<file path="src/rtl/lfsr_rng_stream.sv">
// Fibonacci-LFSR random-number generator with runtime seeding, zero-seed
// protection and a valid/ready word stream that holds data under backpressure.
`timescale 1ns/1ps

module lfsr_rng_stream #(
  parameter int unsigned         LFSR_W = 64,
  parameter int unsigned         OUT_W  = 16,
  parameter logic [LFSR_W-1:0]   TAPS   = LFSR_W'(64'hD800_0000_0000_0000),
  parameter logic [LFSR_W-1:0]   SEED   = LFSR_W'(64'h1)
) (
  input  logic              clk,
  input  logic              rst_n,
  input  logic              en,
  input  logic              seed_load,
  input  logic [LFSR_W-1:0] seed_in,
  output logic              rnd_valid,
  input  logic              rnd_ready,
  output logic [OUT_W-1:0]  rnd_number,
  output logic              seed_fixed
);

  localparam int unsigned      CNT_W = (OUT_W > 1) ? $clog2(OUT_W) : 1;
  localparam logic [CNT_W-1:0] LAST  = CNT_W'(OUT_W - 1);

  if (LFSR_W < 2) begin : g_bad_lfsr_w
    $error("lfsr_rng_stream: LFSR_W must be at least 2");
  end
  if (OUT_W < 2 || OUT_W > 64) begin : g_bad_out_w
    $error("lfsr_rng_stream: OUT_W must be in 2..64");
  end
  if (SEED == '0) begin : g_bad_seed
    $error("lfsr_rng_stream: SEED must be nonzero");
  end

  logic [LFSR_W-1:0] state;
  logic [OUT_W-2:0]  col;
  logic [CNT_W-1:0]  cnt;
  logic [OUT_W-1:0]  col_next;
  logic              fb;
  logic              last;
  logic              stall;
  logic              step;
  logic              done;
  logic              take;
  logic              seed_zero;

  assign fb        = ^(state & TAPS);
  // The collector only keeps OUT_W-1 bits: the newest bit goes straight
  // into the output word on the completing step.
  assign col_next  = {col, fb};
  assign last      = (cnt == LAST);
  assign stall     = last && rnd_valid && !rnd_ready;
  assign step      = en && !seed_load && !stall;
  assign done      = step && last;
  assign take      = rnd_valid && rnd_ready;
  assign seed_zero = (seed_in == '0);

  // NOTE: all state below uses non-blocking assignments so every register
  // samples pre-edge values and the update order inside the block is irrelevant.
  always_ff @(posedge clk or negedge rst_n) begin
    if (!rst_n) begin
      state      <= SEED;
      col        <= '0;
      cnt        <= '0;
      rnd_valid  <= 1'b0;
      rnd_number <= '0;
      seed_fixed <= 1'b0;
    end else if (seed_load) begin
      // A pending word is dropped; rnd_number keeps its last value.
      state      <= seed_zero ? SEED : seed_in;
      seed_fixed <= seed_zero;
      col        <= '0;
      cnt        <= '0;
      rnd_valid  <= 1'b0;
    end else begin
      if (step) begin
        state <= {state[LFSR_W-2:0], fb};
        col   <= col_next[OUT_W-2:0];
        cnt   <= last ? '0 : cnt + CNT_W'(1);
      end
      // A completing step overrides the handshake so back-to-back words
      // keep rnd_valid high without a bubble.
      if (done) begin
        rnd_number <= col_next;
        rnd_valid  <= 1'b1;
      end else if (take) begin
        rnd_valid  <= 1'b0;
      end
    end
  end

endmodule

</file>
<file path="config.mk">
export PLATFORM = sky130hd
export DESIGN_NAME = lfsr_rng_stream
export DESIGN_NICKNAME = d
export VERILOG_FILES = /design/src/rtl/lfsr_rng_stream.sv
export SDC_FILE = /design/constraint.sdc
export NUM_CORES = 1
export LEC_CHECK = 0
export BUFFER_PORTS_ARGS = -buffer_cell sky130_fd_sc_hd__buf_2
export CAP_MARGIN = 20
export CORE_ASPECT_RATIO = 0.5
export CORE_UTILIZATION = 50
export DETAILED_ROUTE_END_ITERATION = 10
export HOLD_SLACK_MARGIN = 0.1
export PLACE_DENSITY = 0.84
export SETUP_SLACK_MARGIN = 0.2
export SYNTH_ARGS = -nofsm -noshare
export SYNTH_HDL_FRONTEND = slang
export SYNTH_SLANG_ARGS = --single-unit
</file>
<file path="constraint.sdc">
create_clock -name clk -period 1.9 [get_ports clk]
set_clock_uncertainty 0.05 [all_clocks]
set_input_delay 0.38 -clock clk [delete_from_list [all_inputs] [get_ports clk]]
set_output_delay 0.38 -clock clk [all_outputs]
set_load 0.01 [all_outputs]
</file>
==> impl_metrics.ini, run 1 <==
[setup_path]
start_kind = flip-flop
worst-setup-path-type = reg -> reg
path_max_fanout = 7
crit_path_start = cnt[1]
path_delay_family = flip-flops
cp_num_buf_inv = 2
worstReg2RegStart = cnt[1]
required_ps = 2070
cp_slowest_stage_delay_ps = 390
crit_chain = ha_4 > nand3_4 > buf_6 > o21a_4 > clkbuf_16 > nand2_1 > xor2_1 > nor2_1
timing.critical_path.to_type = flip-flop
cp_slowest_cell = dfrtp_1
crit_arrival_ps = 1970

[power]
p_int_mw = 3.591
power_density_mw_per_mm2 = 807.9
p_leak_nw = 2.899
switching_share = 0.2603
pwr-share-clk = 0.363
switchingPower_mw = 1.264
p_seq_frac = 0.496
combPwrFrac = 0.141
vdd_drop_max_v = 0.0006502

[logic_synthesis]
synth_seq_cells = 101
yosysWarnings = 0
synth.mux.area_fraction = 0.1806
syn_avg_cell_area_um2 = 10.65
synth_simple_gate_area_frac = 0.1270
synth_top_family_by_area = multiplexers
synth_compound_area_frac = 0.09829
synth_nets = 504
yosysUniqueCellTypes = 32
synth_fa_ha_area_frac = 0.002708
ys_seq_area_frac = 0.5473
synthCells = 434
synth-xor-area-share = 0.007582
syn-cell-area_mm2 = 0.004621

[cells_and_area]
syn2layout_area_growth_pct = 30.06
fin_nets = 610
final_common_cell = dfrtp_1
n_antenna_cell = 0
finish.utilization = 0.6807
drive_above_1_share = 0.3064
final_cell_mix = dfrtp_1, nand2_1, buf_2

[timing]
hold_viol_final = 0
relSlewSlack = 0.5929
worstMarginPinSlew_ps = 605.0
min_period_ps = 1805
max_freq_mhz = 554.1
fin_crit_sh = 0.9498
rsz0062_at_grt = true
final-setup-viol-count = 0
slew_viol_final = 0
tns_ps = 0

[detailed_routing]
avgViaCountPerCell = 5.730
vias = 3793
drt_iter0_drc = 306
avgRoutedWirePerCell_um = 18.27
firstDrtPassIters = 5
drtAntennaViolNets = 0
routed_wirelength_um = 12100
drc = 0

[clock_network]
root_buffer = clkbuf_16
cts_tree = built
clk_path_buf_depth = 2
clk_pin_slew_ps = 60
insertion_delay_ps = 360
numCtsBuffers = 9
clkSinkCount = 101
cts_max_level = 3

[status]
status = finished clean

[global_routing]
grt_pass1_vias = 3507
antenna_found_initial = 0
grt_pass1_wl_um = 16700
grtUsageTotal = 0.2279
grt_max_degree = 56
gr-total-overflow = 0

[floorplanning]
die_area_mm2 = 0.009653
coreArea_mm2 = 0.008828
dieHeight_um = 69.98
start_util = 0.5234
fp.dieW_um = 138.0
pin_count = 87
core.rowCount = 24

[placement]
place_congestion = 0.8065
hpwl_um = 6919
port_buffers = 86

[flow_run]
max-cap-violations = 0

[worst_hold_path]
hold_start = seed_in[58]
hp-class = in -> reg
worst register-to-register path, cell delays in order (launching register included):
cell and delay, ps:
dfrtp_1 390, ha_4 160, nand3_4 90, buf_6 150, o21a_4 260, clkbuf_16 190, nand2_1 100, xor2_1 210
nor2_1 60
cells in the mapped netlist:
cell,n,share of area
nand3b_1,1,0.0016
clkbuf_1,16,0.013
nand2_1,98,0.080
a21oi_1,17,0.018
o21bai_1,1,0.0016
a31oi_1,1,0.0014
o21ai_4,1,0.0035
nand4_1,4,0.0054
and4_1,1,0.0019
o31a_1,1,0.0019
a21o_1,1,0.0016
inv_1,2,0.0016
nand3_2,1,0.0022
ha_1,1,0.0027
buf_4,4,0.0065
nand3_1,2,0.0022
nor4_1,15,0.020
nand2b_1,1,0.0014
xor2_1,2,0.0038
nor3_1,3,0.0032
nor2_1,7,0.0057
mux2i_1,62,0.13
o21a_1,1,0.0016
buf_2,3,0.0032
o21ai_0,63,0.068
xnor2_1,2,0.0038
dfrtp_1,100,0.54
mux2_2,7,0.017
buf_6,5,0.012
dfstp_2,1,0.0057
nor3_4,1,0.0035
mux2_4,9,0.029
final timing paths:
| check | to | slack [ps] | cells after the start |
|---|---|---|---|
| setup / recovery | cnt[2] | 100 | 8 |
| hold / removal | state[58] | 200 | 3 |
| setup reg to reg | cnt[2] | 100 | 8 |
| hold reg to reg | rnd_number[8] | 460 | 1 |
| max in group asynchronous | state[32] | 740 | 3 |
| min in group asynchronous | rnd_number[11] | 460 | 2 |
final cells by class:
type / instances / area [um2]
fillers: 611 / 2819
flip-flops and latches: 101 / 2529
multi-input cells: 303 / 2019
repair buffers: 123 / 1018
clock buffers: 12 / 256.5
well taps: 117 / 146.4
clock inverters: 4 / 32.53
inverters: 2 / 7.507
per-layer routing:
metal  track usage  routed length (um)  part of all wire  vias to the layer above
met5             0                   0                 0                        -
met4       0.08575                 455             0.038                        0
met3       0.06536                 823             0.068                       49
met2        0.3861                5845              0.48                      154
met1        0.2745                4972              0.41                     1863
li1              -                   -                 -                     1727
power groups by stage:
| stage | Clock [mW] | Combinational, mW | Sequential, mW |
|---|---|---|---|
| floorplan | 0 | 0.318 | 2.40 |
| global placement | 0 | 0.517 | 2.42 |
| detailed placement | 0 | 0.534 | 2.43 |
| CTS | 1.78 | 0.567 | 2.39 |
| global route | 1.86 | 0.746 | 2.42 |
| finish | 1.76 | 0.683 | 2.41 |
flip-flops by register name (all words and copies together), names as in the netlist:
name / cells
col: 15
rnd_number: 16
cnt: 4
state: 64
rnd_valid: 1
seed_fixed: 1
cell families after synthesis:
family / count (synthesis)
buf+inv: 30
fa+ha+maj: 1
compound gates: 86
flops: 101
simple gates: 134
mux: 78
xor+xnor: 4
per-stage QoR:
step                      cells  area [um2]  total power [mW]  setup WS, ps  hold WS (ps)
final                       662        6010             4.855         95.34         201.1
after global routing        662        6010             5.034         40.03         211.1
after CTS                   649        5713             4.736         168.0         195.7
after detailed placement    622        5238             2.964         98.06         295.1
after global placement      622        5238             2.941         188.0         287.7
after floorplan             434        4631             2.723         108.1         34.41
timing repair:
action / CTS / global route
buffers inserted: 7 / 5
setup endpoints to repair: 50 / 89
resized for setup: 7 / 60
hold buffers: 1 / 0
pin swaps: 0 / 4
gates cloned: 3 / 8
hold endpoints to repair: 27 / 0
Note: power is estimated with default switching activity, not from simulation.
==> run 2: changes to the inputs <==
- CORE_MARGIN: not set -> 2
==> run 2 against run 1 <==
Compared with the run above: routed wire length down 14%; count of clock-buffer cells in the layout down 3; clock power up 5%; cell count down 1.7%; cell area down 5.3%; critical path depth down 1.
==> impl_metrics.ini, run 2 (synthesis results as in run 1) <==
[floorplanning]
core.rowCount = 24
dieHeight_um = 71.98
start_util = 0.5234
pin_count = 87
coreArea_mm2 = 0.008828
fp.dieW_um = 140.0
die_area_mm2 = 0.01007

[power]
p_seq_frac = 0.501
combPwrFrac = 0.115
switching_share = 0.2532
switchingPower_mw = 1.213
power_density_mw_per_mm2 = 841.6
p_leak_nw = 2.779
vdd_drop_max_v = 0.0005574
p_int_mw = 3.576
pwr-share-clk = 0.384
power_mw = 4.788

[setup_path]
path_delay_family = flip-flops
cp_slowest_cell = dfrtp_1
start_kind = flip-flop
path_max_fanout = 7
crit_chain = ha_4 > nand3_4 > o21ai_4 > nor3_4 > buf_6 > buf_12 > mux2_4
crit_arrival_ps = 1940
cp_slowest_stage_delay_ps = 400
worst-setup-path-type = reg -> reg
required_ps = 2080
cp_num_buf_inv = 2
timing.critical_path.to_type = flip-flop

[flow_run]
max-cap-violations = 0

[placement]
hpwl_um = 6954
dpl-instance-area_mm2 = 0.005233
port_buffers = 86
place_congestion = 0.8191

[status]
status = finished clean

[detailed_routing]
firstDrtPassIters = 4
avgRoutedWirePerCell_um = 16.04
routed_wirelength_um = 10440
drc = 0
drtAntennaViolNets = 0
avgViaCountPerCell = 5.395
vias = 3512
drt_iter0_drc = 187

[cells_and_area]
final_cell_mix = dfrtp_1, nand2_1, buf_2
reg_top3 = state x64, rnd_number x16, col x15
n_antenna_cell = 0
finish.utilization = 0.6444
final_common_cell = dfrtp_1
top_register = state
drive_above_1_share = 0.2790
syn2layout_area_growth_pct = 23.12
fin_nets = 599
design_area_mm2 = 0.005689
fill_cells = 692
largest_reg_flops = 64

[timing]
hold_viol_final = 0
fin_crit_sh = 0.9239
worstMarginPinSlew_ps = 536.7
final-setup-viol-count = 0
tns_ps = 0
slew_viol_final = 0
rsz0062_at_grt = true
relSlewSlack = 0.6389
max_freq_mhz = 569.7
min_period_ps = 1755

[clock_network]
cts_max_level = 3
insertion_delay_ps = 350
clk_pin_slew_ps = 70
clkSinkCount = 101
numCtsBuffers = 9
root_buffer = clkbuf_16
clk_path_buf_depth = 2
cts_tree = built

[global_routing]
grt_max_degree = 63
gr-total-overflow = 0
grtUsageTotal = 0.2185
grt_pass1_vias = 3533
grt_pass1_wl_um = 17240
antenna_found_initial = 0

[worst_hold_path]
hp-class = in -> reg
-- run 2: cell type report --
class	instances	area, um2	area share
Clock buffer	9	225.2	0.03959
Clock inverter	7	72.57	0.01276
Inverter	2	7.507	0.001320
Multi-Input combinational cell	303	1956	0.3437
Sequential cell	101	2529	0.4445
Tap cell	117	146.4	0.02573
Timing Repair Buffer	112	753.2	0.1324
-- run 2: path summary, 6_finish.rpt --
check,start,end,slack (ps),depth (start not counted)
worst max register to register,cnt[0],rnd_number[6],140,7
min in group asynchronous,rst_n,state[34],400,2
max in group asynchronous,rst_n,rnd_number[6],820,3
worst min register to register,rnd_number[11],rnd_number[11],460,1
worst max-delay path,cnt[0],rnd_number[6],140,7
worst min-delay path,seed_in[57],state[57],200,3
-- run 2: power groups by stage --
stage | Combinational [mW] | Sequential [mW] | Clock (mW)
after floorplan | 0.318 | 2.40 | 0
after CTS | 0.548 | 2.39 | 1.87
final | 0.552 | 2.40 | 1.84
after global routing | 0.622 | 2.41 | 1.96
after detailed placement | 0.533 | 2.43 | 0
after global placement | 0.519 | 2.42 | 0
-- run 2: repair_timing --
action,4_1_cts,5_1_grt
setup endpoints to repair,51,57
resized for setup,6,1
hold endpoints to repair,17,0
cloned,1,1
pin swaps,3,1
buffers inserted,6,3
hold buffers,1,0
-- run 2: metal layers --
metal  up-vias  track usage  wire [um]
li1       1696            -          -
met5         -            0          0
met3        11      0.07129        462
met4         0      0.05222        114
met1      1738       0.2709       4545
met2        67       0.3810       5318
-- run 2: stage by stage --
| step | std cells | hold WS [ps] | setup WS [ps] |
|---|---|---|---|
| finish | 651 | 202.0 | 144.6 |
| global placement | 623 | 229.5 | 190.7 |
| floorplan | 434 | 34.41 | 108.1 |
| detailed placement | 623 | 229.1 | 131.9 |
| CTS | 647 | 196.6 | 174.9 |
| global route | 651 | 204.2 | 87.45 |
-- run 2: worst reg2reg max path, stage by stage, from the launching register on --
cell     delay (ps)
dfrtp_1         400
ha_4            170
nand3_4         100
o21ai_4         270
nor3_4           80
buf_6           130
buf_12          130
mux2_4          300
==> run 3: changes to the inputs <==
==> constraint.sdc (replaced) <==
create_clock -name clk -period 1.9 [get_ports clk]
set_clock_uncertainty 0.05 [all_clocks]
set_input_delay 0.19 -clock clk [delete_from_list [all_inputs] [get_ports clk]]
set_output_delay 0.19 -clock clk [all_outputs]
set_load 0.01 [all_outputs]
==> run 3 against run 2 <==
Compared with the run above: setup slack got worse by 110 ps; routed wire length increased by 54%; cell count increased by 10%; flip-flop and latch count unchanged; total power increased by 7.6%; first-iteration DRC count increased to 4.1 times the previous value; cell area increased by 15%; critical path type unchanged.
==> impl_metrics.ini, run 3 (synthesis results as in run 1) <==
[status]
status = finished clean

[clock_network]
insertion_delay_ps = 360
clkSinkCount = 101
root_buffer = clkbuf_16
cts_tree = built
clk_pin_slew_ps = 70
clk_path_buf_depth = 2
cts_max_level = 3
numCtsBuffers = 9

[floorplanning]
coreArea_mm2 = 0.008828
die_area_mm2 = 0.01007
start_util = 0.5234
pin_count = 87
fp.dieW_um = 140.0
dieHeight_um = 71.98
core.rowCount = 24

[timing]
tns_ps = 0
timing.final.ws_setup_ps = 34.25
final-setup-viol-count = 0
hold_viol_final = 0
max_freq_mhz = 536.0
rsz0062_at_grt = true
worstMarginPinSlew_ps = 582.9
holdWs_ps = 165.2
slew_viol_final = 0
fin_crit_sh = 0.9820
relSlewSlack = 0.6114
min_period_ps = 1866

[cells_and_area]
top_register = state
drive_above_1_share = 0.2795
n_antenna_cell = 0
final_cell_mix = dfrtp_1, nand2_1, buf_2
design_area_mm2 = 0.006538
largest_reg_flops = 64
final_common_cell = dfrtp_1
fin_nets = 667
reg_top3 = state x64, rnd_number x16, col x15
syn2layout_area_growth_pct = 41.48

[setup_path]
rrSetupSlack_ps = 30
worst-setup-path-type = reg -> reg
cp_slowest_stage_delay_ps = 410
required_ps = 2060
path_max_fanout = 6
start_kind = flip-flop
crit_arrival_ps = 2030
timing.critical_path.to_type = flip-flop
crit_chain = ha_4 > nand3_4 > buf_4 > o21a_4 > clkbuf_16 > mux2i_1 > o21ai_1
cp_slowest_cell = dfrtp_1

[placement]
dpl-instance-area_mm2 = 0.005213
place_congestion = 0.8277
preCtsSetupSlack_ps = 97.44
port_buffers = 86
hpwl_um = 6730

[detailed_routing]
avgRoutedWirePerCell_um = 22.39
drc = 0
drt_iter0_drc = 770
avgViaCountPerCell = 6.269
vias = 4501
firstDrtPassIters = 6
drtAntennaViolNets = 0
routed_wirelength_um = 16080

[global_routing]
grt_pass1_vias = 4254
gr-total-overflow = 0
grt_max_degree = 65
grt_pass1_wl_um = 21820
antenna_found_initial = 0
grtUsageTotal = 0.2817

[worst_hold_path]
hp-class = in -> async

[power]
p_leak_nw = 3.085
power_density_mw_per_mm2 = 788.3
vdd_drop_max_v = 0.0005026

[flow_run]
max-cap-violations = 0
==> run 3: cell count changes in the layout (fill, tap and decap cells not counted), sizes merged <==
cell,change
clkbuf,+8
clkinvlp,-2
buf,+3
inv,-2
clkinv,-2
dlygate4sd3,+62
==> run 3: path summary, 6_finish.rpt <==
| check | startpoint | endpoint | cells past startpoint |
|---|---|---|---|
| worst min-delay path | rst_n | state[40] | 2 |
| worst max-delay path | cnt[1] | state[40] | 7 |
| min in group clk | en | cnt[0] | 3 |
| max in group asynchronous | rst_n | rnd_number[7] | 3 |
| worst max register to register | cnt[1] | state[40] | 7 |
| worst min register to register | rnd_number[0] | rnd_number[0] | 1 |
==> run 3: timing repair <==
action                                  in CTS  in global routing
gates resized for setup                     14                 34
hold buffers                                63                  0
endpoints found under the hold margin      162                  0
setup buffers                                9                  3
pin swaps                                    3                  2
cloned                                       2                  4
endpoints found under the setup margin      48                 83
==> run 3: cell type report <==
class | count | area, um2
Sequential cell | 101 | 2529
Fill cell | 505 | 2291
Multi-Input combinational cell | 303 | 2074
Timing Repair Buffer | 180 | 1486
Clock buffer | 14 | 264.0
Inverter | 2 | 7.507
Tap cell | 117 | 146.4
Clock inverter | 1 | 30.03
==> run 3: worst max-delay path, delay by kind of cell, from the launching register on <==
kind                       cells  cell delay, ps
AOI/OAI and AO/OA              2             380
adders and majority gates      1             180
buffers and inverters          2             340
DFF                            1             410
muxes                          1             290
and+or+nand+nor                1              70
==> run 3: report_power, final <==
| part | internal (mW) | total, mW | switching (mW) |
|---|---|---|---|
| Clock | 1.09 | 1.89 | 0.798 |
| Combinational | 0.382 | 0.822 | 0.439 |
| Sequential | 2.30 | 2.45 | 0.141 |
==> run 3: per-layer routing <==
metal,share of wire,track usage,vias to the layer above
li1,-,-,1838
met1,0.39,0.3442,2164
met2,0.45,0.4683,376
met3,0.096,0.08053,123
met4,0.070,0.1456,0
met5,0,0,-
==> run 3: through the flow <==
| stage | utilization | cells | power, mW |
|---|---|---|---|
| 2_1_floorplan | - | 434 | 2.723 |
| 3_5_place_dp | 0.5904 | 622 | 2.961 |
| 5_1_grt | 0.7405 | 718 | 5.276 |
| 6_report | 0.7405 | 718 | 5.153 |
| 4_1_cts | 0.7149 | 711 | 4.914 |
| 3_3_place_gp | 0.5904 | 622 | 2.936 |
